$ cat src/rtl/serial_subtractor.sv
// serial_subtractor
// Bit-serial WIDTH-bit two's-complement subtractor, LSB first: D = A - B,
// formed as A + ~B + 1 through one full-adder slice and a carry flop.
// Reports the unsigned borrow (Bout) and the signed overflow of the result.
// Handshake: start is sampled in IDLE, busy is high for WIDTH cycles while
// the bits are processed, and done pulses for one cycle when D is valid.
// Optional build macro ADD_SUB_MODE_EN adds an 'op' input (1 = add, 0 = subtract).
// With op = 1, Bout reports the true carry out rather than the borrow.

module serial_subtractor #(
    parameter int WIDTH = 4
) (
    input  logic             clk,
    input  logic             rst_n,
    input  logic             start,
`ifdef ADD_SUB_MODE_EN
    input  logic             op,
`endif
    input  logic [WIDTH-1:0] A,
    input  logic [WIDTH-1:0] B,
    output logic [WIDTH-1:0] D,
    output logic             Bout,
    output logic             overflow,
    output logic             busy,
    output logic             done
);

    localparam int CNT_W = $clog2(WIDTH + 1);
    localparam logic [CNT_W-1:0] LAST_CNT = CNT_W'(WIDTH - 1);

    typedef enum logic [1:0] {
        IDLE = 2'd0,
        RUN  = 2'd1,
        DONE = 2'd2
    } state_t;

    state_t           state;
    logic [WIDTH-1:0] a_sr;
    logic [WIDTH-1:0] b_sr;
    logic [WIDTH-1:0] d_sr;
    logic [CNT_W-1:0] cnt;
    logic             carry;
    logic             a_msb;
    logic             b_msb;

    logic             is_add;
    logic             sum_bit;
    logic             carry_nxt;
    logic [WIDTH-1:0] d_next;
    logic             ovf_nxt;

`ifdef ADD_SUB_MODE_EN
    logic             op_q;
    assign is_add = op_q;
`else
    assign is_add = 1'b0;
`endif

    // Full-adder slice on the current LSBs.
    // The final sum bit becomes the MSB of the result.
    assign sum_bit   = a_sr[0] ^ b_sr[0] ^ carry;
    assign carry_nxt = (a_sr[0] & b_sr[0]) | (a_sr[0] & carry) | (b_sr[0] & carry);
    assign d_next    = {sum_bit, d_sr[WIDTH-1:1]};
    assign ovf_nxt   = is_add ? (~(a_msb ^ b_msb) & (sum_bit ^ a_msb))
                              : ( (a_msb ^ b_msb) & (sum_bit ^ a_msb));

    // Control FSM and datapath.
    // All outputs are registered and change only on the last RUN edge.
    always_ff @(posedge clk or negedge rst_n) begin
        if (!rst_n) begin
            state    <= IDLE;
            a_sr     <= '0;
            b_sr     <= '0;
            d_sr     <= '0;
            cnt      <= '0;
            carry    <= 1'b0;
            a_msb    <= 1'b0;
            b_msb    <= 1'b0;
`ifdef ADD_SUB_MODE_EN
            op_q     <= 1'b0;
`endif
            D        <= '0;
            Bout     <= 1'b0;
            overflow <= 1'b0;
            busy     <= 1'b0;
            done     <= 1'b0;
        end else begin
            case (state)
                IDLE: begin
                    done <= 1'b0;
                    busy <= 1'b0;
                    if (start) begin
                        a_sr  <= A;
`ifdef ADD_SUB_MODE_EN
                        op_q  <= op;
                        b_sr  <= op ? B : ~B;
                        carry <= ~op;
`else
                        b_sr  <= ~B;
                        carry <= 1'b1;
`endif
                        d_sr  <= '0;
                        cnt   <= '0;
                        a_msb <= A[WIDTH-1];
                        b_msb <= B[WIDTH-1];
                        busy  <= 1'b1;
                        state <= RUN;
                    end
                end
                RUN: begin
                    a_sr  <= a_sr >> 1;
                    b_sr  <= b_sr >> 1;
                    carry <= carry_nxt;
                    d_sr  <= d_next;
                    cnt   <= cnt + 1'b1;
                    if (cnt == LAST_CNT) begin
                        D        <= d_next;
                        Bout     <= is_add ? carry_nxt : ~carry_nxt;
                        overflow <= ovf_nxt;
                        busy     <= 1'b0;
                        done     <= 1'b1;
                        state    <= DONE;
                    end
                end
                DONE: begin
                    done  <= 1'b0;
                    busy  <= 1'b0;
                    state <= IDLE;
                end
                default: begin
                    done  <= 1'b0;
                    busy  <= 1'b0;
                    state <= IDLE;
                end
            endcase
        end
    end

endmodule

$ cat config.mk
export PLATFORM = sky130hd
export DESIGN_NAME = serial_subtractor
export DESIGN_NICKNAME = d
export VERILOG_FILES = /design/src/rtl/serial_subtractor.sv
export SDC_FILE = /design/constraint.sdc
export NUM_CORES = 1
export LEC_CHECK = 0
export BUFFER_PORTS_ARGS = -buffer_cell sky130_fd_sc_hd__clkbuf_2
export CORE_MARGIN = 1.5
export CORE_UTILIZATION = 50
export DETAILED_ROUTE_END_ITERATION = 7
export PLACE_DENSITY = 0.82
export RECOVER_POWER = 50
export REMOVE_ABC_BUFFERS = 1
export SYNTH_ARGS = -nofsm -noshare
export SYNTH_HDL_FRONTEND = slang
export SYNTH_SLANG_ARGS = --single-unit
$ cat constraint.sdc
create_clock -name clk -period 3.1 [get_ports clk]
set_clock_uncertainty 0.1 [all_clocks]
set_input_delay 0.62 -clock clk [delete_from_list [all_inputs] [get_ports clk]]
set_output_delay 0.62 -clock clk [all_outputs]
set_load 0.1 [all_outputs]
; ---- Word level (Yosys, flattened, before mapping)
; Cells that the tools add are included.
[totals]
ff_bits = 28
input_bits = 11
elab_cells = 54
[classes]
n_addsub = 1
eq_ne = 4
mux = 18
bitwise = 12
reduce_logical = 6
[ops]
columns = cell, n
row1 = $pmux W4 S2, 3
row2 = $mux W4, 3
row3 = $reduce_and A2 Y1, 4
row4 = $pmux W3 S2, 1
row5 = $mux W1, 5
row6 = $and A1 B1 Y1, 4
row7 = $mux W2, 2
row8 = $ne A2 B2 Y1 const B, 2
row9 = $not A4 Y4, 1
row10 = $pmux W1 S2, 2
row11 = $pmux W2 S2, 1
row12 = $xor A1 B1 Y1, 4
row13 = $add A3 B1 Y3 const B, 1
row14 = $eq A3 B2 Y1 const B, 1
row15 = $mux W3, 1
row16 = $eq A2 B1 Y1 const B, 1
row17 = $logic_not A2 Y1, 1
row18 = $or A1 B1 Y1, 2
row19 = $reduce_bool A2 Y1, 1
row20 = $not A1 Y1, 1

; ---- Depth between registers and ports, before layout
; Gate-level depths: netlist (run 1).
[logic_depth]
ltp_word = 4
depth_mapped = 5
depth_no_buf = 5

; ---- Worst setup path after synthesis (run 1)
; Ideal clock, no wire load.
[synth_timing]
path_type = register to output
start = reg done
end = out done
arrival_time_ns = 0.898
required_ns = 2.380
slack_ns = 1.482
path_stages_with_launch = 1
n_path_buf = 0
cell_sequence = dfrtp_1
[synth_lines]
columns = element, line_no
row1 = from (decl), 25  ; output logic done
row2 = from (signal assigned), 86  ; done <= 1'b0;
row3 = from (signal assigned), 90  ; done <= 1'b0;
row4 = from (signal assigned), 121  ; done <= 1'b1;
; No word-level cell between the ends.

; ---- Worst setup path in the final report (run 1)
[layout_timing]
start = reg busy
end = out busy
[layout_lines]
columns = element, line_no
row1 = from (decl), 24  ; output logic busy,
row2 = from (signal assigned), 85  ; busy <= 1'b0;
row3 = from (signal assigned), 91  ; busy <= 1'b0;
row4 = from (signal assigned), 106  ; busy <= 1'b1;
; No word-level cell between the ends.

==> results.py, run 1 <==
metrics = {
    "die": {
        "die-width_um": 51.4,
        "die_y_um": 51.4,
        "core_area_um2": 2210,
        "io_pins": 19,
        "start_util_pct": 53.0,
        "rows": 17,
        "dieArea_um2": 2640,
    },
    "setup_path": {
        "crit_arrival_ns": 1.16,
        "path_delay_family": "buffers and inverters",
        "critPathMaxStageDelay_ns": 0.46,
        "worst_setup_path_end_kind": "primary output",
        "worstSetupStartpointType": "flip-flop",
        "critPathKind": "reg2out",
        "cp_cell_sequence": "clkbuf_2",
        "cp_max_fo": 2,
        "crit-reg2reg-launch": "cnt[0]$_DFFE_PN0P_",
        "crit_start": "busy$_DFFE_PN0P_",
        "crit_path_top_delay_cell": "clkbuf_2",
        "path_buf_inv": 1,
        "cp.required_ns": 2.38,
    },
    "min_path": {
        "min_from": "Bout$_DFFE_PN0P_",
        "hp-class": "reg2reg",
    },
    "cells_and_area": {
        "final_nets": 131,
        "multi_input_area_um2": 445,
        "seqCellArea_um2": 676,
        "drive_gt1_share_pct": 21.6,
        "fill_cells": 200,
        "num_antenna_cells": 0,
        "syn_to_final_growth_pct": 9.71,
    },
    "synth": {
        "synth_seq_area_share_pct": 57.6,
        "ys_seq_elements": 27,
        "synth_top_cell_area_share_pct": 57.6,
        "synth.distinct_cells": 22,
        "synth_area_per_cell_um2": 12.0,
        "syn_inst": 98,
        "synth_warnings": 0,
        "synth_area_leader_cell": "dfrtp_1",
        "syn_area_um2": 1170,
        "synthTopCellsByArea": "dfrtp_1 (58%), a22oi_1 (6.4%), o21ai_0 (5.1%)",
    },
    "grt": {
        "met1_usage_pct": 27.0,
        "grt_usage_pct": 18.9,
        "grt_pass1_vias": 796,
        "grt_overflow_total": 0,
        "grt_use_met3_pct": 3.22,
        "grt.busiest_layer": "met2",
        "grt_max_degree": 28,
        "grt_antenna_before_repair": 0,
        "use_met2_pct": 28.4,
        "grt_pass1_wl_um": 3690,
    },
    "sta": {
        "final_max_slew_viol_count": 0,
        "rsz0062_at_grt": "false",
        "period_share_pct": 60.8,
        "finalSetupViolations": 0,
        "fin_tns_setup_ns": 0,
        "period_minus_slack_ns": 1.88,
        "max_clock_freq_mhz": 531,
        "finalHoldViolations": 0,
        "slew_headroom_pct": 6.20,
        "worst_pin_slew_ns": 1.41,
    },
    "detailed_routing": {
        "vias": 833,
        "wl_um": 2150,
        "routedWlPerCell_um": 14.9,
        "viasPerCell": 5.78,
        "ant_nets": 0,
        "drcViolationCount": 0,
        "firstDrtPassIters": 4,
        "first_iter_violations": 30,
    },
    "cts": {
        "cts.sinks": 27,
        "cts_htree_levels": 1,
        "hold_buffers": 0,
        "cts_tree": "yes",
        "insertion_delay_ns": 0.32,
        "cts_max_path_buffers": 2,
        "cts_resized": 0,
        "post-cts-setup-buffer-count": 0,
        "cts_root_buffer": "clkbuf_4",
        "cts_buffers": 3,
        "path_clk_slew_ns": 0.14,
    },
    "placed_design": {
        "hpwl_um": 1540,
        "gp_congestion": 0.783,
        "portBuffers": 18,
    },
    "run": {
        "drv_cap": 0,
    },
    "status": {
        "status": "completed",
    },
}
==> worst paths after layout <==
| kind | end | slack (ns) | depth (start not counted) |
|---|---|---|---|
| min in group asynchronous | cnt[2]$_DFFE_PN0P_ | 0.49 | 1 |
| max in group asynchronous | b_sr[1]$_DFFE_PN0P_ | 1.59 | 1 |
| hold reg to reg | Bout$_DFFE_PN0P_ | 0.40 | 2 |
| hold / removal | Bout$_DFFE_PN0P_ | 0.40 | 2 |
| setup / recovery | busy | 1.22 | 1 |
| setup reg to reg | D[0]$_DFFE_PN0P_ | 1.35 | 4 |
==> cell type report <==
class	count	area share, %
Sequential cell	27	52.5
Multi-Input combinational cell	63	34.6
Timing Repair Buffer	18	6.91
Tap cell	28	2.72
Clock buffer	4	2.04
Inverter	4	1.17
==> flip-flops by register name, summed over array words and instances, names as in the netlist <==
register,count
a_sr,4
Bout,1
D,4
b_msb,1
b_sr,4
state,2
overflow,1
cnt,3
a_msb,1
d_sr,3
carry,1
busy,1
done,1
==> cells by family (layout without fill, tap and decap cells) <==
kind of cell    Yosys count  after routing  synth area share, %
fa+ha+maj                 3              3                 3.84
compound gates           35             35                 20.2
mux                       6              6                 5.76
simple gates             19             19                 9.61
flops                    27             27                 57.6
buf+inv                   8             26                 2.99
==> cells in the final DEF (no fill, tap or decap) <==
cell type,count
a21oi_1,4
a22o_1,4
a22oi_1,10
a2bb2oi_1,4
and2b_1,1
and3b_1,1
clkbuf_1,2
clkbuf_2,17
clkbuf_4,3
dfrtp_1,27
fa_1,1
ha_1,2
inv_1,4
mux2_1,2
mux2_2,4
nand2_1,6
nand2b_1,2
nand2b_2,1
nand3b_1,2
nor2_1,5
nor2b_1,1
o21ai_0,12
o21bai_1,1
==> cells in the mapped netlist <==
library cell / instances
nor2b_1: 1
buf_2: 4
fa_1: 1
nor2_1: 5
ha_1: 2
nand3b_1: 1
a21oi_1: 4
o21bai_2: 1
o21ai_0: 12
nand2_1: 6
inv_1: 4
a22oi_1: 10
mux2_1: 2
and3b_1: 1
a22o_1: 4
and2b_1: 1
nand2b_1: 2
a2bb2oi_1: 4
nand2b_2: 1
dfrtp_1: 27
nand3b_4: 1
mux2_2: 4
==> per-stage QoR <==
stage	setup slack [ns]	std cells	cell area, um2	hold WS, ns	utilization, %
global placement	1.48	140	1280	0.364	57.7
finish	1.22	144	1290	0.400	58.1
global route	1.16	144	1290	0.434	58.1
detailed placement	1.42	140	1280	0.373	57.7
floorplan	1.48	94	1150	0.224	-
CTS	1.20	144	1300	0.216	58.9
==> routing by layer <==
metal  wire length (um)  part of all wire (%)
met1                988                    46
met2               1020                    47
met3                108                   5.0
met4                 37                   1.7
met5                  0                     0
Power of run 1 is not shown: default switching activity piles up to over one toggle a cycle in this logic, so the estimate is an artifact.
==> run 2, diff against run 1 <==
--- a/config.mk
+++ b/config.mk
@@ -7,7 +7,7 @@
 export LEC_CHECK = 0
 export BUFFER_PORTS_ARGS = -buffer_cell sky130_fd_sc_hd__clkbuf_2
 export CORE_MARGIN = 1.5
-export CORE_UTILIZATION = 50
+export CORE_UTILIZATION = 48
 export DETAILED_ROUTE_END_ITERATION = 7
 export PLACE_DENSITY = 0.82
 export RECOVER_POWER = 50
==> constraint.sdc (replaced) <==
create_clock -name clk -period 1.5 [get_ports clk]
set_clock_uncertainty 0.1 [all_clocks]
set_input_delay 0.3 -clock clk [delete_from_list [all_inputs] [get_ports clk]]
set_output_delay 0.3 -clock clk [all_outputs]
set_load 0.1 [all_outputs]
==> results.py, run 2 (same netlist as run 1, synthesis figures left out) <==
metrics = {
    "grt": {
        "grt_antenna_before_repair": 0,
        "grt_usage_pct": 20.9,
        "grt_max_degree": 28,
        "grt_pass1_wl_um": 4150,
        "grt_overflow_total": 0,
        "grt_pass1_vias": 875,
    },
    "cts": {
        "cts_buffers": 3,
        "cts_htree_levels": 1,
        "cts_root_buffer": "clkbuf_4",
        "cts.sinks": 27,
        "path_clk_slew_ns": 0.15,
        "cts_max_path_buffers": 2,
        "cts_tree": "yes",
        "insertion_delay_ns": 0.33,
    },
    "sta": {
        "final_max_slew_viol_count": 0,
        "fin_tns_setup_ns": -0.0478,
        "period_minus_slack_ns": 1.55,
        "period_share_pct": 103,
        "max_clock_freq_mhz": 646,
        "finalHoldViolations": 0,
        "finalSetupViolations": 1,
        "layout_setup_ws_ns": -0.0478,
        "rsz0062_at_grt": "true",
        "worst_pin_slew_ns": 0.639,
        "slew_headroom_pct": 57.4,
    },
    "power_and_ir_drop": {
        "p_leak_nw": 0.748,
        "peakVddDrop_mv": 1.50,
        "p_seq_share_pct": 34.0,
        "power_frac_comb_pct": 57.8,
        "power_frac_clock_pct": 8.2,
        "p_int_mw": 2.10,
        "sw_frac_of_total_pct": 45.9,
        "switching_power_mw": 1.78,
        "pwr_density_cell_nw_per_um2": 2500,
    },
    "status": {
        "status": "complete, but fails checks",
        "violations": "negative setup slack",
    },
    "detailed_routing": {
        "first_iter_violations": 12,
        "firstDrtPassIters": 4,
        "ant_nets": 0,
        "wl_um": 2510,
        "vias": 909,
        "viasPerCell": 5.79,
        "routedWlPerCell_um": 16.0,
        "drcViolationCount": 0,
    },
    "die": {
        "core_area_um2": 2250,
        "start_util_pct": 52.0,
        "die_y_um": 52.4,
        "dieArea_um2": 2750,
        "io_pins": 19,
        "die-width_um": 52.4,
        "rows": 17,
    },
    "setup_path": {
        "worst_setup_path_end_kind": "flip-flop",
        "cp_cell_sequence": "fa_1, and3b_1, a21oi_1, o21ai_1",
        "cp_max_fo": 4,
        "critPathMaxStageDelay_ns": 0.55,
        "cp.required_ns": 1.64,
        "path_buf_inv": 0,
        "path_delay_family": "adder cells",
        "worstSetupStartpointType": "flip-flop",
        "crit_path_top_delay_cell": "fa_1",
        "critPathKind": "reg2reg",
        "r2r_setup_slack_ns": -0.05,
        "crit_arrival_ns": 1.69,
    },
    "placed_design": {
        "hpwl_um": 1730,
        "gp_congestion": 0.794,
        "portBuffers": 18,
    },
    "cells_and_area": {
        "drive_gt1_share_pct": 33.3,
        "top_regs": "D (4), a_sr (4), b_sr (4)",
        "mostFrequentLayoutCells": "dfrtp_1 (27), clkbuf_2 (12), o21ai_0 (11)",
        "syn_to_final_growth_pct": 31.9,
        "num_antenna_cells": 0,
        "final_nets": 144,
        "fin_util_pct": 68.6,
        "final_common_cell": "dfrtp_1",
        "fill_cells": 177,
    },
    "min_path": {
        "hp-class": "in2reg",
    },
    "run": {
        "drv_cap": 0,
    },
}
run 2: power groups by stage:
stage / Sequential [mW] / Clock, mW / Combinational, mW
4_1_cts: 1.30 / 0.319 / 2.17
2_1_floorplan: 1.92 / 0 / 0.678
6_report: 1.32 / 0.318 / 2.24
5_1_grt: 1.35 / 0.358 / 2.40
3_3_place_gp: 1.29 / 0 / 2.04
3_5_place_dp: 1.32 / 0 / 2.11
run 2: worst paths after layout:
check,endpoint,cells after the start,startpoint
setup / recovery,overflow$_DFFE_PN0P_,4,a_sr[0]$_DFFE_PN0P_
hold / removal,a_msb$_DFFE_PN0P_,2,A[3]
setup reg to reg,overflow$_DFFE_PN0P_,4,a_sr[0]$_DFFE_PN0P_
hold reg to reg,cnt[2]$_DFFE_PN0P_,2,cnt[2]$_DFFE_PN0P_
max in group asynchronous,cnt[1]$_DFFE_PN0P_,3,rst_n
min in group asynchronous,carry$_DFFE_PN0P_,3,rst_n
run 2: area by class of cell:
class                           instances  area, um2  area share (%)
Clock buffer                            3       22.5            1.46
Clock inverter                          1       5.00           0.324
Inverter                                4       15.0           0.971
Multi-Input combinational cell         63        488            31.6
Sequential cell                        27        676            43.7
Tap cell                               28       35.0            2.27
Timing Repair Buffer                   31        305            19.7
run 2: per-layer routing:
metal,track usage (%),part of all wire [%]
met3,2.00,2.8
met4,9.40,2.2
met1,28.9,44
met5,0,0
met2,33.3,51
run 2: stage by stage:
step / area, um2 / hold WS [ns] / setup WS [ns] / total power [mW] / std cells
after floorplan: 1150 / -0.0956 / 0.0188 / 2.60 / 94
after global placement: 1460 / 0.205 / 0.00847 / 3.33 / 148
after detailed placement: 1460 / 0.210 / -0.0410 / 3.43 / 148
after CTS: 1520 / 0.0978 / -0.0306 / 3.79 / 156
after global routing: 1550 / 0.0963 / -0.0982 / 4.11 / 157
final: 1550 / 0.0943 / -0.0478 / 3.87 / 157
run 2: what timing repair did:
| item | in CTS | in global routing |
|---|---|---|
| cloned | 0 | 0 |
| gates resized for setup | 2 | 6 |
| endpoints found under the hold margin | 27 | 0 |
| pin swaps | 3 | 2 |
| endpoints found under the setup margin | 5 | 16 |
| setup buffers | 3 | 1 |
| hold buffers | 1 | 0 |
No activity file was read; power rests on OpenSTA's default activity.
==> run 3, diff against run 2 <==
--- a/config.mk
+++ b/config.mk
@@ -5,11 +5,12 @@
 export SDC_FILE = /design/constraint.sdc
 export NUM_CORES = 1
 export LEC_CHECK = 0
+export ABC_AREA = 1
 export BUFFER_PORTS_ARGS = -buffer_cell sky130_fd_sc_hd__clkbuf_2
 export CORE_MARGIN = 1.5
-export CORE_UTILIZATION = 48
+export CORE_UTILIZATION = 49
 export DETAILED_ROUTE_END_ITERATION = 7
-export PLACE_DENSITY = 0.82
+export PLACE_DENSITY = 0.83
 export RECOVER_POWER = 50
 export REMOVE_ABC_BUFFERS = 1
 export SYNTH_ARGS = -nofsm -noshare
==> results.py, run 3 <==
metrics = {
    "synth": {
        "synth_xor_xnor_area_share_pct": 0,
        "ys_seq_elements": 27,
        "synth_top_family_by_area": "simple AND/OR/NAND/NOR gates",
        "synth_area_per_cell_um2": 8.80,
        "yosys.area_share.simple_pct": 25.8,
        "synth_mux_area_share_pct": 0,
        "synth.most_common_cell": "nand2_1",
        "syn_inst": 136,
        "syn_area_um2": 1200,
        "synth.distinct_cells": 17,
        "synthFlopType": "dfrtp_1",
        "synthTopCellsByArea": "dfrtp_1 (56%), nand2_1 (11%), nand3_1 (9.6%)",
        "synth_seq_area_share_pct": 56.5,
        "synth_warnings": 0,
        "synth_top_cell_area_share_pct": 56.5,
        "synth_compound_area_share_pct": 5.86,
        "yosys-top-cells-count": "nand2_1 (35), dfrtp_1 (27), nand3_1 (23)",
        "synthAdderAreaFrac_pct": 3.77,
        "synth-edff-count": 0,
        "synth_area_leader_cell": "dfrtp_1",
        "async_reset_ff_share_pct": 100,
    },
    "setup_path": {
        "r2r_end": "overflow$_DFFE_PN0P_",
        "path_buf_inv": 0,
        "path_delay_family": "adder cells",
        "crit-reg2reg-launch": "a_sr[0]$_DFFE_PN0P_",
        "rr_worst_depth": 6,
        "critPathMaxStageDelay_ns": 0.60,
        "crit_top_cell": "nand2_1",
        "crit_path_top_delay_cell": "fa_1",
        "worstSetupStartpointType": "flip-flop",
        "worst_setup_path_end_kind": "flip-flop",
        "cp.required_ns": 1.64,
        "critPathKind": "reg2reg",
        "r2r_setup_slack_ns": 0.03,
        "cp_cell_sequence": "fa_1, nor2_1, nand2_1, nand2_1, nand2_1, nand2_1",
        "crit_start": "a_sr[0]$_DFFE_PN0P_",
        "cp_max_fo": 4,
        "crit_arrival_ns": 1.61,
    },
    "sta": {
        "max_clock_freq_mhz": 681,
        "worst_pin_slew_ns": 0.628,
        "period_share_pct": 97.9,
        "finalSetupViolations": 0,
        "rsz0062_at_grt": "true",
        "finalHoldViolations": 0,
        "slew_headroom_pct": 58.1,
        "fin_tns_setup_ns": 0,
        "fin_hold_ws_ns": 0.0921,
        "period_minus_slack_ns": 1.47,
        "final_max_slew_viol_count": 0,
    },
    "placed_design": {
        "portBuffers": 18,
        "hpwl_um": 1750,
        "dpl_cell_area_um2": 1440,
        "dp_cells": 181,
        "gp_congestion": 0.794,
    },
    "detailed_routing": {
        "routedWlPerCell_um": 12.6,
        "ant_nets": 0,
        "first_iter_violations": 14,
        "viasPerCell": 5.04,
        "drcViolationCount": 0,
        "wl_um": 2340,
        "firstDrtPassIters": 4,
        "vias": 938,
    },
    "min_path": {
        "whs_path_depth": 3,
        "min_from": "A[3]",
        "hp-class": "in2reg",
        "min_to": "a_msb$_DFFE_PN0P_",
    },
    "die": {
        "start_util_pct": 53.1,
        "io_pins": 19,
        "die-width_um": 52.4,
        "core_area_um2": 2250,
        "die_y_um": 52.4,
        "rows": 17,
        "dieArea_um2": 2750,
    },
    "grt": {
        "grt_overflow_total": 0,
        "grt_pass1_wl_um": 4010,
        "grt_usage_pct": 20.1,
        "grt_pass1_vias": 926,
        "grt_max_degree": 28,
        "grt_antenna_before_repair": 0,
    },
    "cells_and_area": {
        "multi_input_area_um2": 429,
        "fill_cells": 195,
        "num_antenna_cells": 0,
        "drive_gt1_share_pct": 19.0,
        "syn_to_final_growth_pct": 23.4,
        "finalNonFillerCells": 186,
        "final_common_cell": "nand2_1",
        "mostFrequentLayoutCells": "nand2_1 (34), dfrtp_1 (27), nand3_1 (23)",
        "stdcell_area_um2": 1480,
        "seqCellArea_um2": 676,
        "final_nets": 173,
        "top_regs": "D (4), a_sr (4), b_sr (4)",
    },
    "cts": {
        "cts_htree_levels": 1,
        "post-cts-setup-buffer-count": 0,
        "cts_root_buffer": "clkbuf_4",
        "insertion_delay_ns": 0.33,
        "cts.sinks": 27,
        "cts_buffers": 3,
        "cts_max_path_buffers": 2,
        "path_clk_slew_ns": 0.14,
        "cts_tree": "yes",
    },
    "status": {
        "status": "completed",
    },
    "run": {
        "drv_cap": 0,
    },
}
[run 3: metal layers]
metal	up-vias	wire length (um)	track usage [%]
li1	473	-	-
met1	444	1020	25.5
met2	19	1200	34.4
met3	2	83	2.00
met4	0	35	9.40
met5	-	0	0
[run 3: worst max-delay path by stage]
stage                     cells after the start  slack (ns)              endpoint
final                                         6        0.03  overflow$_DFFE_PN0P_
after CTS                                     4        0.02   b_sr[3]$_DFFE_PN0P_
after detailed placement                      4        0.04   b_sr[3]$_DFFE_PN0P_
after global placement                        6        0.08  overflow$_DFFE_PN0P_
after floorplan                               5      -0.008     carry$_DFFE_PN0P_
after global routing                          6       -0.03  overflow$_DFFE_PN0P_
[run 3: area by class of cell]
cell class                 count  share of cell area, %
sequential                    27                   45.8
inverter                      18                   4.58
multi-input combinational     87                   29.1
tap                           28                   2.37
clock buffer                   4                   1.78
timing repair buffer          22                   16.4
[run 3: worst register-to-register path: cells and delay by family, from the launching register on]
| family | cells | cell delay [ns] |
|---|---|---|
| AND/OR/NAND/NOR | 5 | 0.25 |
| adder cells (fa/ha/maj) | 1 | 0.60 |
| flip-flops | 1 | 0.42 |
[run 3: kinds of logic (layout without fill, tap and decap cells)]
| logic type | after synthesis | in the layout |
|---|---|---|
| buf+inv | 22 | 44 |
| compound gates | 14 | 14 |
| flops | 27 | 27 |
| simple gates | 70 | 70 |
| fa+ha+maj | 3 | 3 |
[run 3: timing repair]
item / CTS / global route
hold buffers: 1 / 0
endpoints found under the hold margin: 27 / 0
setup endpoints to repair: 0 / 16
resized for setup: 0 / 2
[run 3: through the flow]
step                utilization, %  worst slack (ns)
floorplan                        -          -0.00797
global placement              63.7            0.0806
detailed placement            63.7            0.0412
CTS                           65.3            0.0188
global route                  65.5           -0.0263
finish                        65.5            0.0312
Power of run 3 is left out for the same reason.
